--- config.mk ---
export PLATFORM = sky130hd
export DESIGN_NAME = prod_accumulator
export DESIGN_NICKNAME = d
export VERILOG_FILES = /design/src/rtl/prod_accumulator.sv
export SDC_FILE = /design/constraint.sdc
export NUM_CORES = 1
export LEC_CHECK = 0
export BUFFER_PORTS_ARGS = -buffer_cell sky130_fd_sc_hd__buf_2
export CAP_MARGIN = 0
export CORE_ASPECT_RATIO = 1.4
export CORE_MARGIN = 4
export CORE_UTILIZATION = 50
export CTS_CLUSTER_SIZE = 20
export DETAILED_ROUTE_END_ITERATION = 12
export GPL_ROUTABILITY_DRIVEN = 0
export HOLD_SLACK_MARGIN = 0.03
export PLACE_DENSITY = 0.81
export SYNTH_ARGS = -nofsm -noshare
export SYNTH_HDL_FRONTEND = slang
export SYNTH_SLANG_ARGS = --single-unit
--- constraint.sdc ---
create_clock -name clk -period 3.1 [get_ports clk]
set_input_delay 0 -clock clk [delete_from_list [all_inputs] [get_ports clk]]
set_output_delay 0 -clock clk [all_outputs]
set_load 0.01 [all_outputs]
--- src/rtl/prod_accumulator.sv ---
// Saturating accumulator for a run of unsigned multiplier products.
// Accepts len products over a valid/ready stream, then holds the sum until the consumer takes it.
module prod_accumulator #(
  parameter int unsigned PW = 16,
  parameter int unsigned AW = 24,
  parameter int unsigned CW = 8
) (
  input  logic          clk,
  input  logic          rst,
  input  logic          start,
  input  logic [CW-1:0] len,
  input  logic          in_valid,
  output logic          in_ready,
  input  logic [PW-1:0] prod,
  output logic          out_valid,
  input  logic          out_ready,
  output logic [AW-1:0] acc_out,
  output logic          ovf,
  output logic          busy
);

  typedef enum logic [1:0] {
    StIdle,
    StAccum,
    StDone
  } state_e;

  state_e        state_q, state_d;
  logic [AW-1:0] acc_q, acc_d;
  logic [CW-1:0] rem_q, rem_d;
  logic          ovf_q, ovf_d;
  logic [AW:0]   sum;

  // One extra bit so a carry out of the accumulator is visible as overflow.
  assign sum = {1'b0, acc_q} + {{(AW + 1 - PW){1'b0}}, prod};

  always_comb begin
    state_d = state_q;
    acc_d   = acc_q;
    rem_d   = rem_q;
    ovf_d   = ovf_q;
    unique case (state_q)
      StIdle: begin
        if (start) begin
          acc_d = '0;
          ovf_d = 1'b0;
          if (len != '0) begin
            rem_d   = len;
            state_d = StAccum;
          end else begin
            state_d = StDone;
          end
        end
      end
      StAccum: begin
        if (in_valid) begin
          if (sum[AW] || ovf_q) begin
            acc_d = '1;
            ovf_d = 1'b1;
          end else begin
            acc_d = sum[AW-1:0];
          end
          rem_d = rem_q - 1'b1;
          if (rem_q == CW'(1)) begin
            state_d = StDone;
          end
        end
      end
      StDone: begin
        if (out_ready) begin
          state_d = StIdle;
        end
      end
      default: state_d = StIdle;
    endcase
  end

  always_ff @(posedge clk) begin
    if (rst) begin
      state_q <= StIdle;
      acc_q   <= '0;
      rem_q   <= '0;
      ovf_q   <= 1'b0;
    end else begin
      state_q <= state_d;
      acc_q   <= acc_d;
      rem_q   <= rem_d;
      ovf_q   <= ovf_d;
    end
  end

  assign in_ready  = (state_q == StAccum);
  assign out_valid = (state_q == StDone);
  assign busy      = (state_q != StIdle);
  assign acc_out   = acc_q;
  assign ovf       = ovf_q;

endmodule

======== Word-level counts from Yosys, hierarchy flattened ========
Index checks and enable logic that the tools add are counted.
operators by class
  $mul .................................... 0
  shift-type cells ........................ 0
  equality and inequality tests ........... 9
  mux-type cells .......................... 18
  divide/modulo/power cells ............... 0
  bitwise gates (word level) .............. 0
  magnitude comparators ................... 0
  add/subtract/negate cells ............... 2
  reduce and logical (&&, ||, !) cells .... 9
operators with widths
  kind                 count
  $mux 24              3
  $pmux 24 s2          1
  $add 24x16->25       1
  $mux 8               3
  $pmux 8 s2           1
  $reduce_and 4->1     3
  $mux 2               5
  $eq 8x1->1 const B   1
  $reduce_bool 8->1    1
  $sub 8x1->8 const B  1
  $ne 2x1->1 const B   3
  $ne 2x2->1 const B   3
  $pmux 2 s3           1
  $reduce_bool 2->1    2
  $mux 1               3
  $reduce_and 3->1     1
  $eq 2x1->1 const B   1
  $eq 2x2->1 const B   1
  $logic_not 2->1      1
  $pmux 1 s2           1
  $logic_or 1x1->1     1
storage, ports and cells
  input bits .............................. 29
  output and inout bits ................... 28
  logic and storage cells ................. 42
  memories ................................ 0
  register bits ........................... 35
  bits in latches ......................... 0
  bits in read-only memories .............. 0
  bits in writable memories ............... 0

======== Depth between registers and ports, before layout ========
Gate-level depths: netlist of the first run.
  depth after elaboration ................. 5
  mapped depth ............................ 9
  mapped depth without buffers ............ 8

======== Least setup slack after synthesis of the first run ========
Ideal clock, no wire load.
  path kind ............................... flip-flop to flip-flop
  start ................................... register acc_q[0], in the netlist acc_out[0]
  end ..................................... register acc_q[23], in the netlist acc_out[23]
  data arrival time ....................... 2.388 ns
  clock period less this slack ............ 2.526 ns
  buffers on the path ..................... 1
  data required time ...................... 2.962 ns
  library setup time ...................... 0.138 ns
  stages on the path, launching flop included .. 10
  setup slack ............................. 0.574 ns
  cell sequence ........................... dfxtp_1 > ha_1 > fa_1 > a21oi_1 > o211ai_1 > a221oi_2 > o21ai_1 > buf_2 > a221oi_1 > o311ai_1
on the way
  word-level cells in the longest chain between the ends .. 5
ends and longest elaborated chain
  what                    line  source
  start, declared         29    logic [AW-1:0] acc_q, acc_d;
  start signal, assigned  81    acc_q <= '0;
  start signal, assigned  86    acc_q <= acc_d;
  $add 24x16->25 (*)      35    assign sum = {1'b0, acc_q} + {{(AW + 1 - PW){1'b0}}, prod};
  $logic_or 1x1->1        57    if (sum[AW] || ovf_q) begin
  $mux 24 (*)             57
  $mux 24 (*)             56    if (in_valid) begin
  $pmux 24 s2 (*)         42    unique case (state_q)
Every way passes the cells marked *; elsewhere a longest branch is shown, timed or not. The select of a mux whose other input is x is not followed.
A chain may end at the register's enable or synchronous reset.

======== Worst setup path after layout of the first run ========
  start ................................... register acc_q[0], in the netlist acc_out[0]
  end ..................................... register acc_q[10], in the netlist acc_out[10]
Same word-level chain as after synthesis.

==> results.py, run 1 <==
metrics = {
    "run_status": {
        "status": "completed",
    },
    "critical_path": {
        "path_cells": "ha_1, fa_1, a21oi_1, o211ai_1, a221oi_2, o21ai_1, buf_4, nand4b_1, a22o_1",
        "max_stage_delay_ns": 0.41,
        "crit_path_end_kind": "flop",
        "crit_type": "flop to flop",
        "crit_fanout": 17,
        "worst-path-buf-inv": 1,
        "worstPathArrival_ns": 3.00,
        "cpMaxStageDelayCell": "fa_1",
        "critPathTopFamily": "compound AO/OA/AOI/OAI gates",
        "crit_required_ns": 3.28,
        "start_kind": "flop",
    },
    "layout": {
        "drive_gt1_share_pct": 19.25,
        "diodes": 0,
        "multi_input_area_um2": 1768,
        "fillers": 466,
        "register_area_um2": 700.7,
        "fin_nets": 449,
        "area_delta_synth_final_pct": 15.83,
        "fin_util_pct": 60.69,
    },
    "clock_network": {
        "cts-resized-gates": 0,
        "holdBufCountCts": 0,
        "cts_buffers": 5,
        "postCtsSetupRepairBufs": 0,
        "numClockSinks": 35,
        "cts_tree": "yes",
        "cts-root-buf": "clkbuf_8",
        "clk_pin_slew_worst_paths_ns": 0.07,
        "clock_path_buffers": 2,
        "clkLatencyLatePin_ns": 0.29,
        "htree_levels": 2,
    },
    "job": {
        "max-cap-violations": 0,
    },
    "floorplanning": {
        "dieArea_um2": 6381,
        "rows": 30,
        "die_h_um": 92.93,
        "die_w_um": 68.67,
        "start_util_pct": 52.39,
        "io-pin-count": 57,
        "core_um2": 4917,
    },
    "detailed_routing": {
        "first_iter_violations": 275,
        "vias": 2783,
        "antenna_left": 0,
        "firstDrtPassIters": 4,
        "wl_um": 6701,
        "wire_per_inst_um": 14.44,
        "via_per_inst": 5.998,
        "drc_errors": 0,
    },
    "timing": {
        "fin_skew_ns": 0.01007,
        "fin_tns_setup_ns": 0,
        "drv_slew": 0,
        "max-slew-margin-rel_pct": 52.95,
        "max_freq_ghz": 0.3550,
        "hold_viol": 0,
        "fin_crit_sh_pct": 90.87,
        "finalHoldWorstSlack_ns": 0.06265,
        "rsz0062_at_grt": "no",
        "fin_crit_ns": 2.817,
        "setup_violations": 0,
        "tightest_slew_ns": 0.7057,
        "worst_slack_ns": 0.2829,
    },
    "synth": {
        "synth_nets": 397,
        "yosysTopAreaCellShare_pct": 27.20,
        "synth-seq-area-share_pct": 27.20,
        "post_synth_num_cell_types": 55,
        "synth-seq-cells": 35,
        "syn_area_um2": 2576,
        "syn_avg_cell_area_um2": 7.382,
        "synth_flop_cell": "dfxtp_1",
        "synth_edf_count": 0,
        "synthArstFlopShare_pct": 0,
        "synth_top_area_cell": "dfxtp_1",
        "synthCells": 349,
        "synth_area_leaders": "dfxtp_1 (27%), ha_1 (8.7%), o21ai_0 (8.0%)",
        "synth_warnings": 0,
    },
    "grt": {
        "grt_overflow_total": 0,
        "grt_pass1_wl_um": 10940,
        "grt_pass1_vias": 2628,
        "antenna_found_initial": 0,
        "grt_max_degree": 21,
        "grtUsageTotal_pct": 21.77,
    },
    "pwr": {
        "switching_power_w": 0.0004190,
        "clockPowerShare_pct": 25.4,
        "swShare_pct": 34.62,
        "p_per_area_nw_per_um2": 405.5,
        "seqPwrFrac_pct": 42.6,
        "p_leak_nw": 1.392,
        "p_comb_share_pct": 32.0,
        "irDropWorstVdd_mv": 0.2346,
        "intPower_w": 0.0007911,
    },
    "place": {
        "hpwl_um": 5065,
        "io_buffers": 56,
        "pre_cts_slack_ns": 0.3050,
    },
    "min_path": {
        "min_path_type": "input port to flop",
    },
}
==> path summary, 6_finish.rpt <==
check	start	to	slack, ns	depth (start not counted)
worst min-delay path	out_ready	state_q[1]$_SDFFE_PP0P_	0.06	4
worst max register to register	acc_out[0]$_SDFFE_PP0P_	acc_out[10]$_SDFFE_PP0P_	0.28	9
worst min register to register	acc_out[0]$_SDFFE_PP0P_	acc_out[0]$_SDFFE_PP0P_	0.45	2
worst max-delay path	acc_out[0]$_SDFFE_PP0P_	acc_out[10]$_SDFFE_PP0P_	0.28	9
==> placed cells by master, fill, tap and decap left out, types with 3 or more instances in the layout <==
cell,Yosys,routed
a211oi_1,4,4
a21o_1,5,5
a21oi_1,35,35
a22oi_1,7,7
a31oi_1,6,6
and3_1,3,3
buf_2,2,56
buf_4,0,5
clkbuf_8,0,5
dfxtp_1,35,35
ha_1,18,18
inv_1,12,12
nand2_1,51,51
nand2b_1,7,7
nand3_1,8,8
nand4_1,3,3
nor2_1,18,18
nor2b_1,5,5
nor3_1,11,11
nor4_1,4,4
o211ai_1,4,4
o21a_1,3,3
o21ai_0,41,41
o31ai_1,4,4
or3_1,3,3
xnor2_1,4,4
xor2_1,4,4
==> power groups by stage <==
stage	combinational (W)	sequential (W)	clock, W
2_1_floorplan	0.000278	0.000522	0
3_3_place_gp	0.000374	0.000523	0
3_5_place_dp	0.000385	0.000524	0
4_1_cts	0.000386	0.000515	0.000317
5_1_grt	0.000442	0.000519	0.000326
6_report	0.000387	0.000515	0.000308
==> cells by family (layout without fill, tap and decap cells) <==
kind of cell / count (synthesis) / after routing / synth area share [%]
AOI/OAI and AO/OA: 131 / 131 / 31.81
adders and majority gates: 19 / 19 / 9.519
muxes: 2 / 2 / 0.7771
buffers and inverters: 28 / 79 / 4.177
xor gates and xnor gates: 8 / 8 / 2.719
DFF: 35 / 35 / 27.20
and+or+nand+nor: 126 / 126 / 23.80
==> cells in the mapped netlist (5+ instances only) <==
cell,count
nand2b_1,7
nand2_1,51
dfxtp_1,35
a21o_1,5
ha_1,18
nor2_1,18
a22oi_1,7
nand3_1,8
nor3_1,11
nor2b_1,5
a31oi_1,6
a21oi_1,35
inv_1,12
clkbuf_1,14
o21ai_0,41
==> registers in the layout, indices dropped and copies added (netlist names) <==
name	cells
rem_q	8
state_q	2
acc_out	24
ovf	1
==> area by class of cell <==
type                            count  share of cell area, %
Multi-Input combinational cell    286                  59.25
Sequential cell                    35                  23.48
Timing Repair Buffer               61                  10.65
Tap cell                           64                  2.683
Clock buffer                        6                  2.432
Inverter                           12                  1.509
==> through the flow <==
stage / area [um2] / instances / total power, W
3_3_place_gp: 2912 / 458 / 0.0008972
4_1_cts: 2984 / 464 / 0.001218
3_5_place_dp: 2912 / 458 / 0.0009091
6_report: 2984 / 464 / 0.001210
2_1_floorplan: 2576 / 349 / 0.0008001
5_1_grt: 2984 / 464 / 0.001287
==> tightest hold or removal path: stages <==
cell and delay, ns:
buf_2 0.07, inv_1 0.03, a21oi_1 0.12, nor3_1 0.07
==> routing by layer <==
metal	track usage (%)	part of all wire, %	up-vias
met5	0	0	-
met4	10.95	3.7	0
met3	3.641	6.7	26
met2	36.97	50	108
met1	25.24	40	1269
li1	-	-	1380
Note: power is estimated with default switching activity, not from simulation.
==> run 2, diff against run 1 <==
ABC_CLOCK_PERIOD_IN_PS = 3100   (was default)
CAP_MARGIN = default   (was 0)
CORE_UTILIZATION = 55   (was 50)
PLACE_DENSITY = 0.88   (was 0.81)
==> results.py, run 2 (synthesis gave the netlist of run 1 again) <==
metrics = {
    "layout": {
        "finalInstanceArea_um2": 2993,
        "diodes": 0,
        "area_delta_synth_final_pct": 16.17,
        "largest_reg_flops": 24,
        "fin_nets": 449,
        "final_common_cell": "buf_2",
        "final_cell_mix": "buf_2 (56), nand2_1 (51), o21ai_0 (41), a21oi_1 (35), dfxtp_1 (35)",
        "drive_gt1_share_pct": 19.90,
    },
    "clock_network": {
        "cts-resized-gates": 0,
        "cts_buffers": 5,
        "cts_tree": "yes",
        "postCtsSetupRepairBufs": 0,
        "holdBufCountCts": 0,
        "htree_levels": 2,
        "clock_path_buffers": 2,
        "clkLatencyLatePin_ns": 0.29,
        "cts-root-buf": "clkbuf_8",
        "numClockSinks": 35,
        "clk_pin_slew_worst_paths_ns": 0.07,
    },
    "critical_path": {
        "crit_type": "flop to flop",
        "crit_required_ns": 3.24,
        "regToRegEndpoint": "acc_out[23]$_SDFFE_PP0P_",
        "max_stage_delay_ns": 0.42,
        "cpMaxStageDelayCell": "fa_1",
        "reg2reg_slack_ns": 0.26,
        "reg2regPathDepth": 9,
        "worstPathArrival_ns": 2.98,
        "start_kind": "flop",
        "worstSetupStartpoint": "acc_out[0]$_SDFFE_PP0P_",
        "reg2reg_from": "acc_out[0]$_SDFFE_PP0P_",
        "crit_path_end_kind": "flop",
        "crit_fanout": 10,
        "path_cells": "ha_1, fa_1, a21oi_1, o211ai_1, a221oi_2, o21ai_1, buf_4, a221oi_1, o311ai_1",
    },
    "timing": {
        "setup_violations": 0,
        "fin_crit_ns": 2.836,
        "tightest_slew_ns": 0.7338,
        "max-slew-margin-rel_pct": 51.08,
        "fin_tns_setup_ns": 0,
        "fin_skew_ns": 0.01417,
        "max_freq_ghz": 0.3526,
        "hold_viol": 0,
        "fin_crit_sh_pct": 91.49,
        "drv_slew": 0,
        "rsz0062_at_grt": "no",
    },
    "detailed_routing": {
        "wl_um": 6844,
        "antenna_left": 0,
        "vias": 2879,
        "via_per_inst": 6.205,
        "drc_errors": 0,
        "firstDrtPassIters": 5,
        "wire_per_inst_um": 14.75,
        "first_iter_violations": 207,
    },
    "floorplanning": {
        "dieArea_um2": 5858,
        "rows": 29,
        "io-pin-count": 57,
        "core_um2": 4536,
        "start_util_pct": 56.80,
        "die_w_um": 65.84,
        "die_h_um": 88.98,
    },
    "grt": {
        "grt_overflow_total": 0,
        "grt_max_degree": 21,
        "grt_pass1_wl_um": 11210,
        "grt_pass1_vias": 2631,
        "grtUsageTotal_pct": 23.75,
        "antenna_found_initial": 0,
    },
    "job": {
        "max-cap-violations": 0,
    },
    "pwr": {
        "p_total_w": 0.001232,
        "p_per_area_nw_per_um2": 411.6,
        "irDropWorstVdd_mv": 0.2468,
        "p_leak_nw": 1.403,
    },
    "run_status": {
        "status": "completed",
    },
    "min_path": {
        "min_to": "rem_q[1]$_SDFFE_PP0P_",
        "min_path_type": "input port to flop",
        "hold_path_startpoint": "len[1]",
        "hold_depth": 3,
    },
    "place": {
        "hpwl_um": 5170,
        "postPlaceCellArea_um2": 2909,
        "io_buffers": 56,
    },
}
==> run 2: changes by cell type in the layout (fill, tap and decap cells not counted), sizes merged <==
| cell | before | now |
|---|---|---|
| clkinv | 0 | 3 |
| clkbuf | 6 | 5 |
==> run 2: how the worst max path moves through the flow <==
stage	to	slack, ns	cells past startpoint
global route	acc_out[23]$_SDFFE_PP0P_	0.009	9
global placement	acc_out[23]$_SDFFE_PP0P_	0.36	9
detailed placement	acc_out[23]$_SDFFE_PP0P_	0.28	9
finish	acc_out[23]$_SDFFE_PP0P_	0.26	9
CTS	acc_out[23]$_SDFFE_PP0P_	0.27	9
floorplan	acc_out[23]$_SDFFE_PP0P_	0.57	9
==> run 2: per-stage QoR <==
| stage | setup slack, ns | util (%) | std cells | hold WS, ns |
|---|---|---|---|---|
| 2_1_floorplan | 0.5742 | - | 349 | 0.2224 |
| 3_3_place_gp | 0.3647 | 64.14 | 456 | 0.3529 |
| 3_5_place_dp | 0.2757 | 64.14 | 456 | 0.3576 |
| 4_1_cts | 0.2670 | 65.99 | 464 | 0.05551 |
| 5_1_grt | 0.008632 | 65.99 | 464 | 0.06140 |
| 6_report | 0.2638 | 65.99 | 464 | 0.05901 |
==> run 2: power breakdown <==
part	switching [W]	total, W	internal, W	leakage, nW
clock network	0.000173	0.000327	0.000154	0.0477
registers	0.0000355	0.000516	0.000480	0.284
logic	0.000230	0.000389	0.000159	1.07
==> run 2: cell type report <==
class	instances	area [um2]
fillers	384	1543
repair buffers	61	317.8
clock buffers	5	68.82
well taps	62	77.57
inverters	12	45.04
multi-input cells	286	1768
clock inverters	3	15.01
flip-flops and latches	35	700.7
==> run 2: per-layer routing <==
metal | routed length (um) | global-route usage, % | vias to the layer above
met5 | 0 | 0 | -
li1 | - | - | 1400
met3 | 426 | 4.151 | 22
met4 | 177 | 9.623 | 0
met1 | 2713 | 25.97 | 1338
met2 | 3527 | 44.62 | 119
==> run 2: worst max-delay path: cells and delay by family (launching register included) <==
kind	cells	cell delay, ns
adder cells (fa/ha/maj)	2	0.65
flip-flops	1	0.32
AO/OA/AOI/OAI	6	1.50
buffers and inverters	1	0.23
==> run 3, diff against run 2 <==
RECOVER_POWER = 25   (was default)
==> results.py, run 3 (synthesis gave the netlist of run 1 again) <==
metrics = {
    "run_status": {
        "status": "completed",
    },
    "timing": {
        "hold_viol": 0,
        "max-slew-margin-rel_pct": 50.99,
        "rsz0062_at_grt": "no",
        "tightest_slew_ns": 0.7352,
        "setup_violations": 0,
        "fin_crit_sh_pct": 92.26,
        "fin_skew_ns": 0.01468,
        "fin_tns_setup_ns": 0,
        "fin_crit_ns": 2.860,
        "max_freq_ghz": 0.3496,
        "worst_slack_ns": 0.2398,
        "drv_slew": 0,
    },
    "grt": {
        "grtUsageMet1_pct": 25.97,
        "grt_pass1_wl_um": 11210,
        "busiest_layer": "met2",
        "grt_max_degree": 21,
        "met2_usage_pct": 44.62,
        "met3_usage_pct": 4.151,
        "grtUsageTotal_pct": 23.75,
        "antenna_found_initial": 0,
        "grt_overflow_total": 0,
        "grt_pass1_vias": 2631,
    },
    "clock_network": {
        "cts_buffers": 5,
        "clk_pin_slew_worst_paths_ns": 0.06,
        "numClockSinks": 35,
        "cts_tree": "yes",
        "clkLatencyLatePin_ns": 0.29,
        "postCtsSetupRepairBufs": 0,
        "clock_path_buffers": 2,
        "htree_levels": 2,
        "cts-root-buf": "clkbuf_8",
        "cts-resized-gates": 0,
        "holdBufCountCts": 0,
    },
    "layout": {
        "area_delta_synth_final_pct": 15.44,
        "fin_util_pct": 65.57,
        "largest_reg_flops": 24,
        "final_cell_mix": "nand2_1 (51), o21ai_0 (41), buf_2 (41), a21oi_1 (35), dfxtp_1 (35)",
        "layout.cells.non_filler": 464,
        "multi_input_area_um2": 1768,
        "fillers": 398,
        "diodes": 0,
        "drive_gt1_share_pct": 16.17,
        "final_common_cell": "nand2_1",
        "fin_nets": 449,
        "register_area_um2": 700.7,
    },
    "detailed_routing": {
        "firstDrtPassIters": 7,
        "drc_errors": 0,
        "via_per_inst": 6.181,
        "first_iter_violations": 234,
        "wire_per_inst_um": 14.77,
        "wl_um": 6852,
        "antenna_left": 0,
        "vias": 2868,
    },
    "critical_path": {
        "reg2reg_slack_ns": 0.24,
        "worstPathArrival_ns": 3.00,
        "crit_path_end_kind": "flop",
        "crit_type": "flop to flop",
        "crit_required_ns": 3.24,
        "start_kind": "flop",
        "crit_fanout": 10,
    },
    "pwr": {
        "p_per_area_nw_per_um2": 413.3,
        "p_leak_nw": 1.338,
        "irDropWorstVdd_mv": 0.2464,
        "p_total_w": 0.001229,
    },
    "floorplanning": {
        "dieArea_um2": 5858,
        "die_h_um": 88.98,
        "core_um2": 4536,
        "start_util_pct": 56.80,
        "die_w_um": 65.84,
        "rows": 29,
        "io-pin-count": 57,
    },
    "place": {
        "io_buffers": 56,
        "pre_cts_slack_ns": 0.2757,
        "placedCellCount": 456,
        "hpwl_um": 5170,
    },
    "min_path": {
        "min_path_type": "input port to flop",
    },
    "job": {
        "max-cap-violations": 0,
    },
}
## run 3: worst paths after layout
| kind | start | end | cells past startpoint |
|---|---|---|---|
| min reg2reg | acc_out[0]$_SDFFE_PP0P_ | acc_out[0]$_SDFFE_PP0P_ | 2 |
| max reg2reg | acc_out[0]$_SDFFE_PP0P_ | acc_out[23]$_SDFFE_PP0P_ | 9 |
| max | acc_out[0]$_SDFFE_PP0P_ | acc_out[23]$_SDFFE_PP0P_ | 9 |
| min | len[1] | rem_q[1]$_SDFFE_PP0P_ | 3 |
## run 3: per-layer routing
metal / share of wire, % / up-vias
met4: 2.7 / 0
met2: 51 / 121
met5: 0 / -
met1: 39 / 1323
met3: 6.5 / 24
li1: - / 1400
## run 3: per-stage QoR
step / hold slack [ns] / instance area [um2]
global route: 0.06140 / 2974
detailed placement: 0.3576 / 2909
CTS: 0.05551 / 2993
finish: 0.05902 / 2974
floorplan: 0.2224 / 2576
global placement: 0.3529 / 2909
## run 3: power breakdown
group / internal, W / total, W / switching, W
Clock: 0.000154 / 0.000326 / 0.000173
Combinational: 0.000157 / 0.000387 / 0.000230
Sequential: 0.000480 / 0.000515 / 0.0000353
## run 3: worst max-delay path, stage by stage (launching register included)
cell	delay (ns)
dfxtp_1	0.32
ha_1	0.23
fa_1	0.42
a21oi_1	0.23
o211ai_1	0.20
a221oi_2	0.42
o21ai_1	0.24
buf_4	0.22
a221oi_1	0.30
o311ai_1	0.14
## run 3: area by class of cell
| cell class | instances | share of cell area (%) |
|---|---|---|
| inverters | 12 | 1.515 |
| repair buffers | 61 | 10.05 |
| multi-input cells | 286 | 59.44 |
| flip-flops and latches | 35 | 23.56 |
| well taps | 62 | 2.608 |
| clock buffers | 5 | 2.314 |
| clock inverters | 3 | 0.5048 |
